**config.mk**
```make
export PLATFORM = sky130hd
export DESIGN_NAME = data_mem_controller_flat
export DESIGN_NICKNAME = d
export VERILOG_FILES = /design/src/rtl/dmem_pkg.sv /design/src/rtl/data_mem_controller_if.sv /design/src/rtl/dmem_load_formatter.sv /design/src/rtl/data_mem_controller.sv /design/src/flat_wrapper.sv
export SDC_FILE = /design/constraint.sdc
export NUM_CORES = 1
export LEC_CHECK = 0
export CAP_MARGIN = 40
export CORE_MARGIN = 2
export CORE_UTILIZATION = 40
export CTS_BUF_LIST = sky130_fd_sc_hd__clkbuf_2 sky130_fd_sc_hd__clkbuf_4 sky130_fd_sc_hd__clkbuf_8
export DETAILED_ROUTE_END_ITERATION = 10
export GPL_ROUTABILITY_DRIVEN = 0
export PLACE_DENSITY = 0.8
export SLEW_MARGIN = 40
export SYNTH_ARGS = -nofsm -noshare
export SYNTH_HDL_FRONTEND = slang
export SYNTH_HIERARCHICAL = 1
export SYNTH_SLANG_ARGS = --single-unit
```
**constraint.sdc**
```tcl
create_clock -name CLK -period 1.7 [get_ports CLK]
set_input_delay 0.34 -clock CLK [delete_from_list [all_inputs] [get_ports CLK]]
set_output_delay 0.34 -clock CLK [all_outputs]
set_load 0.02 [all_outputs]
```
**src/rtl/dmem_pkg.sv**
```systemverilog
// -----------------------------------------------------------------------------
// dmem_pkg
// Shared definitions for the data memory controller:
//   - FUNC3 access-size encodings (B, H, W, BU, HU)
//   - FSM state encoding
//   - helpers that derive the effective lane offset and detect misalignment
// -----------------------------------------------------------------------------
package dmem_pkg;

    localparam logic [2:0] F3_B  = 3'b000;
    localparam logic [2:0] F3_H  = 3'b001;
    localparam logic [2:0] F3_W  = 3'b010;
    localparam logic [2:0] F3_BU = 3'b100;
    localparam logic [2:0] F3_HU = 3'b101;

    typedef enum logic [1:0] {
        ST_IDLE   = 2'd0,
        ST_ACCESS = 2'd1,
        ST_DONE   = 2'd2
    } state_t;

    // Lane offset actually used for the access. Bits that would make the
    // access straddle a natural boundary are dropped: halfwords keep a[1]
    // only, words always start at lane 0. FUNC3 bit 2 plays no part in size.
    function automatic logic [1:0] align_off(input logic [2:0] f3, input logic [1:0] a);
        case (f3[1:0])
            2'b00:   return a;
            2'b01:   return {a[1], 1'b0};
            default: return 2'b00;
        endcase
    endfunction

    function automatic logic is_misaligned(input logic [2:0] f3, input logic [1:0] a);
        case (f3[1:0])
            2'b00:   return 1'b0;
            2'b01:   return a[0];
            default: return (a != 2'b00);
        endcase
    endfunction

endpackage

```
**src/rtl/data_mem_controller_if.sv**
```systemverilog
// -----------------------------------------------------------------------------
// data_mem_controller_if
// Request/acknowledge bus between the controller (master) and the data
// memory (slave).
//   MEM_REQ      request, held until MEM_ACK
//   MEM_WE       1 = write, 0 = read
//   MEM_ADDR     word-aligned byte address
//   MEM_BYTE_EN  write lane enables (1111 for reads)
//   MEM_WDATA    lane-replicated store data
//   MEM_RDATA    read word, valid with MEM_ACK
//   MEM_ACK      one-cycle completion pulse
// -----------------------------------------------------------------------------
interface data_mem_controller_if #(
    parameter int ADDR_WIDTH = 32,
    parameter int DATA_WIDTH = 32
);
    logic                  MEM_REQ;
    logic                  MEM_WE;
    logic [ADDR_WIDTH-1:0] MEM_ADDR;
    logic [3:0]            MEM_BYTE_EN;
    logic [DATA_WIDTH-1:0] MEM_WDATA;
    logic [DATA_WIDTH-1:0] MEM_RDATA;
    logic                  MEM_ACK;

    modport master (
        output MEM_REQ, MEM_WE, MEM_ADDR, MEM_BYTE_EN, MEM_WDATA,
        input  MEM_RDATA, MEM_ACK
    );

    modport slave (
        input  MEM_REQ, MEM_WE, MEM_ADDR, MEM_BYTE_EN, MEM_WDATA,
        output MEM_RDATA, MEM_ACK
    );
endinterface

```
**src/rtl/dmem_load_formatter.sv**
```systemverilog
// -----------------------------------------------------------------------------
// dmem_load_formatter
// Combinational load alignment: shifts the addressed lane(s) of the memory
// word down to bit 0 and sign- or zero-extends according to FUNC3.
//   i_rdata  raw memory word
//   i_off    effective lane offset (halfwords arrive with bit 0 cleared)
//   i_func3  access encoding; 010/011/110/111 pass the word through
//   o_data   formatted load result
// -----------------------------------------------------------------------------
module dmem_load_formatter
    import dmem_pkg::*;
(
    input  logic [31:0] i_rdata,
    input  logic [1:0]  i_off,
    input  logic [2:0]  i_func3,
    output logic [31:0] o_data
);
    logic [31:0] w_shifted;

    always_comb begin
        w_shifted = i_rdata >> {i_off, 3'b000};
        case (i_func3)
            F3_B:    o_data = {{24{w_shifted[7]}}, w_shifted[7:0]};
            F3_BU:   o_data = {24'h0, w_shifted[7:0]};
            F3_H:    o_data = {{16{w_shifted[15]}}, w_shifted[15:0]};
            F3_HU:   o_data = {16'h0, w_shifted[15:0]};
            default: o_data = w_shifted;
        endcase
    end
endmodule

```
**src/rtl/data_mem_controller.sv**
```systemverilog
// -----------------------------------------------------------------------------
// data_mem_controller
// Sequences one load/store at a time against a variable-latency data memory
// and stalls the pipeline through BUSYWAIT until the access completes.
//   CLK, RESET_N   clock, synchronous active-low reset
//   MEM_READ/WRITE load/store strobes (write wins if both set)
//   FUNC3          access size/sign encoding
//   ADDRESS        byte address
//   WRITE_DATA     store data
//   READ_DATA      registered, formatted load result
//   BUSYWAIT       combinational stall request
//   MISALIGNED     one-cycle misaligned-access flag
//   bus            memory request/ack bus (master side)
// Build option: define DMEM_MISALIGN_CHECK_EN to reject misaligned accesses
// without touching memory; otherwise offending address bits are cleared.
// -----------------------------------------------------------------------------
module data_mem_controller
    import dmem_pkg::*;
#(
    parameter int ADDR_WIDTH = 32,
    parameter int DATA_WIDTH = 32
)(
    input  logic                  CLK,
    input  logic                  RESET_N,
    input  logic                  MEM_READ,
    input  logic                  MEM_WRITE,
    input  logic [2:0]            FUNC3,
    input  logic [ADDR_WIDTH-1:0] ADDRESS,
    input  logic [DATA_WIDTH-1:0] WRITE_DATA,
    output logic [DATA_WIDTH-1:0] READ_DATA,
    output logic                  BUSYWAIT,
    output logic                  MISALIGNED,
    data_mem_controller_if.master bus
);
    state_t                r_state, w_next;
    logic [ADDR_WIDTH-3:0] r_addr;
    logic [DATA_WIDTH-1:0] r_wdata;
    logic [2:0]            r_func3;
    logic                  r_we;
    logic [1:0]            r_off;
    logic [DATA_WIDTH-1:0] r_read_data;

    logic                  w_req;
    logic                  w_mis;
    logic                  w_acc;
    logic [3:0]            w_be;
    logic [DATA_WIDTH-1:0] w_wdata;
    logic [DATA_WIDTH-1:0] w_load_data;

    assign w_req = MEM_READ | MEM_WRITE;
    assign w_acc = (r_state == ST_ACCESS);

`ifdef DMEM_MISALIGN_CHECK_EN
    logic r_mis;
    assign w_mis      = is_misaligned(FUNC3, ADDRESS[1:0]);
    assign MISALIGNED = r_mis && (r_state == ST_DONE);
`else
    assign w_mis      = 1'b0;
    assign MISALIGNED = 1'b0;
`endif

    // ---- FSM ----
    always_ff @(posedge CLK) begin
        if (!RESET_N) r_state <= ST_IDLE;
        else          r_state <= w_next;
    end

    always_comb begin
        w_next   = r_state;
        BUSYWAIT = 1'b0;
        case (r_state)
            ST_IDLE: if (w_req) begin
                BUSYWAIT = 1'b1;
                // A rejected access skips memory but still spends one DONE
                // cycle so the pipeline sees a normal completion.
                w_next   = w_mis ? ST_DONE : ST_ACCESS;
            end
            ST_ACCESS: begin
                BUSYWAIT = 1'b1;
                if (bus.MEM_ACK) w_next = ST_DONE;
            end
            // Strobes here still belong to the finished instruction.
            ST_DONE: w_next = ST_IDLE;
            default: w_next = ST_IDLE;
        endcase
    end

    // ---- request latch and load result ----
    always_ff @(posedge CLK) begin
        if (!RESET_N) begin
            r_addr      <= '0;
            r_wdata     <= '0;
            r_func3     <= '0;
            r_we        <= 1'b0;
            r_off       <= '0;
            r_read_data <= '0;
`ifdef DMEM_MISALIGN_CHECK_EN
            r_mis       <= 1'b0;
`endif
        end else begin
            if (r_state == ST_IDLE && w_req) begin
                r_addr  <= ADDRESS[ADDR_WIDTH-1:2];
                r_wdata <= WRITE_DATA;
                r_func3 <= FUNC3;
                r_we    <= MEM_WRITE;
                r_off   <= align_off(FUNC3, ADDRESS[1:0]);
`ifdef DMEM_MISALIGN_CHECK_EN
                r_mis   <= w_mis;
`endif
            end
            if (w_acc && bus.MEM_ACK && !r_we)
                r_read_data <= w_load_data;
        end
    end

    assign READ_DATA = r_read_data;

    // ---- store formatting ----
    always_comb begin
        w_be    = 4'b1111;
        w_wdata = r_wdata;
        if (r_we) begin
            case (r_func3[1:0])
                2'b00: begin
                    w_wdata = {4{r_wdata[7:0]}};
                    w_be    = 4'b0001 << r_off;
                end
                2'b01: begin
                    w_wdata = {2{r_wdata[15:0]}};
                    w_be    = 4'b0011 << {r_off[1], 1'b0};
                end
                default: ;
            endcase
        end
    end

    // Bus outputs are only live while a request is outstanding.
    assign bus.MEM_REQ     = w_acc;
    assign bus.MEM_WE      = w_acc & r_we;
    assign bus.MEM_ADDR    = w_acc ? {r_addr, 2'b00} : '0;
    assign bus.MEM_BYTE_EN = w_acc ? w_be : 4'b0000;
    assign bus.MEM_WDATA   = w_acc ? w_wdata : '0;

    dmem_load_formatter u_load_fmt (
        .i_rdata (bus.MEM_RDATA),
        .i_off   (r_off),
        .i_func3 (r_func3),
        .o_data  (w_load_data)
    );
endmodule

```
**src/flat_wrapper.sv**
```systemverilog
// flat-port wrapper written by rule: the top's interface ports become plain ports
module data_mem_controller_flat import dmem_pkg::*;
#(
    parameter int ADDR_WIDTH = 32,
    parameter int DATA_WIDTH = 32
)
  (CLK, RESET_N, MEM_READ, MEM_WRITE, FUNC3, ADDRESS, WRITE_DATA, READ_DATA, BUSYWAIT, MISALIGNED, bus_MEM_REQ, bus_MEM_WE, bus_MEM_ADDR, bus_MEM_BYTE_EN, bus_MEM_WDATA, bus_MEM_RDATA, bus_MEM_ACK);
  data_mem_controller_if #(.ADDR_WIDTH(ADDR_WIDTH), .DATA_WIDTH(DATA_WIDTH)) bus_i ();
  input  logic CLK;
  input  logic RESET_N;
  input  logic MEM_READ;
  input  logic MEM_WRITE;
  input  logic [2:0] FUNC3;
  input  logic [ADDR_WIDTH-1:0] ADDRESS;
  input  logic [DATA_WIDTH-1:0] WRITE_DATA;
  output logic [DATA_WIDTH-1:0] READ_DATA;
  output logic BUSYWAIT;
  output logic MISALIGNED;
  output wire logic [$bits(bus_i.MEM_REQ)-1:0] bus_MEM_REQ;
  output wire logic [$bits(bus_i.MEM_WE)-1:0] bus_MEM_WE;
  output wire logic [$bits(bus_i.MEM_ADDR)-1:0] bus_MEM_ADDR;
  output wire logic [$bits(bus_i.MEM_BYTE_EN)-1:0] bus_MEM_BYTE_EN;
  output wire logic [$bits(bus_i.MEM_WDATA)-1:0] bus_MEM_WDATA;
  input wire logic [$bits(bus_i.MEM_RDATA)-1:0] bus_MEM_RDATA;
  input wire logic [$bits(bus_i.MEM_ACK)-1:0] bus_MEM_ACK;
  assign bus_MEM_REQ = bus_i.MEM_REQ;
  assign bus_MEM_WE = bus_i.MEM_WE;
  assign bus_MEM_ADDR = bus_i.MEM_ADDR;
  assign bus_MEM_BYTE_EN = bus_i.MEM_BYTE_EN;
  assign bus_MEM_WDATA = bus_i.MEM_WDATA;
  assign bus_i.MEM_RDATA = bus_MEM_RDATA;
  assign bus_i.MEM_ACK = bus_MEM_ACK;
  data_mem_controller #(.ADDR_WIDTH(ADDR_WIDTH), .DATA_WIDTH(DATA_WIDTH)) u_core (.CLK(CLK), .RESET_N(RESET_N), .MEM_READ(MEM_READ), .MEM_WRITE(MEM_WRITE), .FUNC3(FUNC3), .ADDRESS(ADDRESS), .WRITE_DATA(WRITE_DATA), .READ_DATA(READ_DATA), .BUSYWAIT(BUSYWAIT), .MISALIGNED(MISALIGNED), .bus(bus_i));
endmodule
```
### Word level (Yosys, flattened, before mapping)

Index checks and enable logic that the tools add are counted.

| storage, ports and cells | value |
|---|---|
| memories kept | 0 |
| word-level logic and storage cells | 43 |
| ROM bits | 0 |
| memory bits (writable) | 0 |
| bits in latches | 0 |
| flip-flop bits (word level) | 102 |
| output and inout bits | 104 |

| operators by class | value |
|---|---|
| equality and inequality tests | 8 |
| multiplexer cells | 14 |
| divide/modulo/power cells | 0 |
| add/sub/neg operators | 0 |
| shift operators | 3 |
| reductions and logical operators | 9 |
| order comparisons | 0 |
| multiply operators | 0 |
| bitwise logic cells | 2 |

Operators with widths:

| operator | count |
|---|---|
| one-hot mux 32 bit (4 select lines) | 1 |
| 2-to-1 mux 32 bit | 3 |
| one-hot mux 32 bit (2 select lines) | 1 |
| right shift 32 x 5 -> 32 bit | 1 |
| 2-to-1 mux 4 bit | 2 |
| one-hot mux 2 bit (2 select lines) | 2 |
| one-hot mux 4 bit (2 select lines) | 1 |
| equality test 2 x 1 -> 1 bit (second input constant) | 3 |
| equality test 3 bit (second input constant) | 2 |
| logical NOT 2 bit | 3 |
| 2-to-1 mux 2 bit | 2 |
| << shifter 1 x 2 -> 4 bit (first input constant) | 1 |
| << shifter 2 x 2 -> 4 bit (first input constant) | 1 |
| equality test 3 x 1 -> 1 bit (second input constant) | 1 |
| logical AND 1 bit | 3 |
| logical NOT 3 bit | 1 |
| inequality test 2 x 1 -> 1 bit (second input constant) | 1 |
| inequality test 2 bit (second input constant) | 1 |
| one-hot mux 1 bit (2 select lines) | 1 |
| AND reduction 2 bit | 1 |
| bitwise AND 1 bit | 1 |
| logical NOT 1 bit | 1 |
| 2-to-1 mux 1 bit | 1 |
| OR 1 bit | 1 |

### Logic depth before layout (Yosys ltp)

| depth | value |
|---|---|
| depth after elaboration | 4 |
| depth in mapped cells | 8 |
| mapped depth without buffers | 6 |

### Hierarchy

Netlist, hierarchy kept.

Modules (own cells, without submodules):

| module | times used | seq. area each (um^2) | area an instance (um^2) | cells an instance |
|---|---|---|---|---|
| data_mem_controller | 1 | 2042.0 | 4694.5 | 592 |
| dmem_load_formatter | 1 | 0.0 | 694.4 | 107 |

### Worst setup path before layout

No wires, ideal clock.

| timing | value |
|---|---|
| path kind | register to output |
| start point | register u_core.r_func3[0] |
| end point | output bus_MEM_WDATA[10] |
| buffers on the path | 2 |
| data arrival time | 1345 ps |
| stages on the path, launching flop included | 6 |
| slack | 15 ps |
| path through | dfxtp_1 -> buf_2 -> or3b_1 -> clkbuf_1 -> nand2_1 -> a21oi_1 |

| on the way | value |
|---|---|
| word-level cells in the longest chain between the ends | 4 |
| elaborated cells between the ends (all ways) | 5 |
| those cells by class | eq/ne (1); mux (3); reduce/logical (1) |

RTL lines:

| element | line | text |
|---|---|---|
| start: declaration | data_mem_controller.sv:38 | `logic [2:0] r_func3;` |
| start signal: assignment | data_mem_controller.sv:93 | `r_func3 <= '0;` |
| start signal: assignment | data_mem_controller.sv:104 | `r_func3 <= FUNC3;` |
| equality test 2 x 1 -> 1 bit / logical NOT 2 bit (equally long branches) | data_mem_controller.sv:123 | `case (r_func3[1:0])` |
| one-hot mux 32 bit (2 select lines) (*) | data_mem_controller.sv:123 |  |
| 2-to-1 mux 32 bit (*) | data_mem_controller.sv:122 | `if (r_we) begin` |
| 2-to-1 mux 32 bit (*) | data_mem_controller.sv:142 | `assign bus.MEM_WDATA = w_acc ? w_wdata : '0;` |
| end: declaration | flat_wrapper.sv:23 | `output wire logic [$bits(bus_i.MEM_WDATA)-1:0] bus_MEM_WDATA;` |

Every way passes the cells marked *; elsewhere a longest branch is shown, timed or not.

### Worst setup path after layout

| timing | value |
|---|---|
| start point | register u_core.r_we |
| end point | output bus_MEM_WDATA[26] |

| on the way | value |
|---|---|
| word-level cells in the longest chain between the ends | 2 |

RTL lines:

| element | line | text |
|---|---|---|
| start: declaration | data_mem_controller.sv:39 | `logic r_we;` |
| start signal: assignment | data_mem_controller.sv:94 | `r_we <= 1'b0;` |
| start signal: assignment | data_mem_controller.sv:105 | `r_we <= MEM_WRITE;` |
| 2-to-1 mux 32 bit | data_mem_controller.sv:122 |  |
| 2-to-1 mux 32 bit | data_mem_controller.sv:142 |  |

Every way passes these cells.

==> results_dict.tcl <==
set metrics [dict create \
    clkPwrFrac_pct 23.9 \
    cp-start-kind "register" \
    cp-endpoint "bus_MEM_WDATA[26]" \
    synthTopCellsByArea "dfxtp_1 (38%), mux2i_1 (18%), nand2_1 (15%)" \
    dp_cells 1062 \
    setup-violations-final 67 \
    fp.dieW_um 120.1 \
    worstReg2RegEnd "u_core/READ_DATA[1]$_SDFFE_PN0P_" \
    final_layout_size_suffix_gt1_share_pct 27.34 \
    vdd_drop_max_v 0.0004745 \
    p_per_area_nw_per_um2 731.1 \
    drv_cap 0 \
    crit_type "reg2out" \
    ys_ff_latch 102 \
    viasPerCell 5.148 \
    p_int_mw 4.348 \
    insertedDiodeCount 0 \
    grt_start_max_net_pins 47 \
    postCtsHoldBufs 0 \
    cts_inserted_buffers 9 \
    p_sw_share_pct 31.26 \
    hold_violations 0 \
    required_ns 1.36 \
    seq_area_um2 2053 \
    drt_iter0_drc 422 \
    avgRoutedWirePerCell_um 16.47 \
    initial_core_util_pct 40.86 \
    p_leak_nw 3.874 \
    cts_max_level 3 \
    failed_checks "setup timing" \
    die_y_um 120.1 \
    worstSetupEndpointType "output pin" \
    cp.arrival_ns 1.56 \
    cp_max_fo 6 \
    grt_use_total_pct 22.68 \
    cts_tree "yes" \
    post-route-period-util_pct 112.0 \
    worstReg2RegStart "u_core/r_off[0]$_SDFFE_PN0P_" \
    worst_clock_skew_ns 0.01114 \
    drc 0 \
    place_ws_ns -0.2741 \
    cts-root-buf "clkbuf_8" \
    instances_no_fill 1094 \
    status "finished, violations left" \
    antenna_found_initial 0 \
    p_total_mw 6.324 \
    final_max_slew_viol_count 0 \
    netlist_instances 699 \
    final_cell_mix "nand2_1 (198), clkdlybuf4s50_1 (107), dfxtp_1 (95)" \
    grt_pass1_wl_mm 26.04 \
    holdWs_ns 0.3451 \
    io_pins 208 \
    final_common_cell "nand2_1" \
    fmax_mhz 525.2 \
    wirelength_mm 18.02 \
    synth.largest_area_cell "dfxtp_1" \
    rsz0062_at_grt "true" \
    vias 5632 \
    multiInputGateArea_um2 3341 \
    io_buffers 204 \
    die_area_um2 14420 \
    setup_slack_ns -0.2040 \
    r2r.worst_path.cells 6 \
    antenna_left 0 \
    netlist.area_leader.share_pct 37.89 \
    syn_area_um2 5389 \
    grt_pass1_vias 5073 \
    crit_start "u_core/r_we$_SDFFE_PN0P_" \
    power_frac_seq_pct 43.2 \
    gr-total-overflow 0 \
    rows 42 \
    fin_crit_ns 1.904 \
    r2r_setup_slack_ns 0.04 \
    fin_tns_setup_ns -6.484 \
    ys_seq_area_share_pct 37.89 \
    first_pass_iters 6 \
    area_growth_syn_to_layout_pct 60.53 \
    synth.distinct_cells 34 \
    hpwl_mm 11.89 \
    clkTransAtPathRegs_ns 0.09 \
    cts.path.max_buffers 2 \
    cts.sinks 102 \
    clkLatencyLatePin_ns 0.37 \
    syn_area_per_cell_um2 7.709 \
    yosys_warnings 6 \
    final_nets 1020 \
    p_switching_mw 1.977 \
    fp.coreArea_um2 13190 \
    combPwrFrac_pct 32.9 \
    hold_path_class "in2reg" \
    final.fill_count 1087 \
]
## cell usage after synthesis
cell        n
nand2_1   213
inv_1       2
buf_2      17
inv_2       1
nor3_1      1
o211ai_2    1
nand3b_1    2
a311oi_2    1
nand2b_4    1
o21bai_1    2
o21a_1      2
and3_1      1
nor2b_1     9
o21ai_0    41
o21ai_1     8
buf_4       9
a211oi_1   14
buf_6       4
and2_1     39
o21ai_2     2
a21oi_1    35
nor2_1     22
mux2i_1    95
buf_1       6
and4bb_1    1
nand3_1    34
conb_1      1
clkbuf_1   27
a21boi_2    1
nor3b_2     1
dfxtp_1   102
nand2b_2    1
nand2b_1    2
or3b_1      1
## state kept, by name, summed over array words and instances, names as in the netlist
| signal | flops |
|---|---|
| u_core/READ_DATA | 32 |
| u_core/r_addr | 30 |
| u_core/r_func3 | 3 |
| u_core/r_off | 2 |
| u_core/r_state | 2 |
| u_core/r_wdata | 32 |
| u_core/r_we | 1 |
## how the worst min path moves through the flow
stage	from	to	slack (ns)	cells past startpoint
after global routing	RESET_N	u_core/READ_DATA[10]$_SDFFE_PN0P_	0.34	3
after detailed placement	u_core/READ_DATA[10]$_SDFFE_PN0P_	u_core/READ_DATA[10]$_SDFFE_PN0P_	0.44	2
after CTS	RESET_N	u_core/READ_DATA[10]$_SDFFE_PN0P_	0.32	3
final	RESET_N	u_core/READ_DATA[4]$_SDFFE_PN0P_	0.35	3
after global placement	u_core/READ_DATA[10]$_SDFFE_PN0P_	u_core/READ_DATA[10]$_SDFFE_PN0P_	0.44	2
after floorplan	u_core/r_addr[0]$_SDFFE_PN0P_	u_core/r_addr[0]$_SDFFE_PN0P_	0.43	2
## per-stage QoR
stage,cell area [um2],utilization (%)
finish,8651,65.59
global route,8651,65.59
CTS,8197,62.14
detailed placement,7816,59.26
global placement,7816,59.26
floorplan,5396,-
## worst max-delay path: stages (launching register included)
cell and delay, ns:
dfxtp_2 0.36, nor2b_4 0.25, clkbuf_16 0.21, o21ai_2 0.05
a21oi_1 0.15, buf_4 0.17
## power groups by stage
stage | clock [mW] | sequential (mW) | combinational, mW
floorplan | 0 | 2.77 | 0.943
finish | 1.51 | 2.73 | 2.08
global placement | 0 | 2.75 | 1.78
global route | 1.66 | 2.75 | 2.22
detailed placement | 0 | 2.76 | 1.79
CTS | 1.56 | 2.71 | 1.91
## cell type report
cell class | count | share of cell area (%)
Multi-Input combinational cell | 533 | 38.62
Timing Repair Buffer | 266 | 32.72
Sequential cell | 102 | 23.73
Tap cell | 176 | 2.546
Clock buffer | 11 | 1.678
Clock inverter | 2 | 0.4050
Inverter | 3 | 0.2170
Timing Repair inverter | 1 | 0.08678
## timing repair
action                                  4_1_cts  5_1_grt
pin swaps                                    10       15
setup buffers                                 7        6
gates resized for setup                     449      107
gates cloned                                  3        4
endpoints found under the setup margin       88      107
## logic make-up (layout without fill, tap and decap cells)
logic type	count (synthesis)	after routing	share of synthesized area [%]
compound gates	107	107	11.35
buf+inv	66	283	6.176
flops	102	102	37.89
mux	95	95	17.65
other cells	1	3	0.06959
simple gates	328	328	26.86
## per-layer routing
layer	global-route usage, %	share of wire, %	wire, um	vias to the layer above
met3	5.181	7.4	1338	54
li1	-	-	-	2750
met1	29.19	42	7522	2565
met4	11.69	4.1	746	0
met2	35.40	47	8409	263
met5	0	0	0	-
Power figures use the tool's default switching activity.
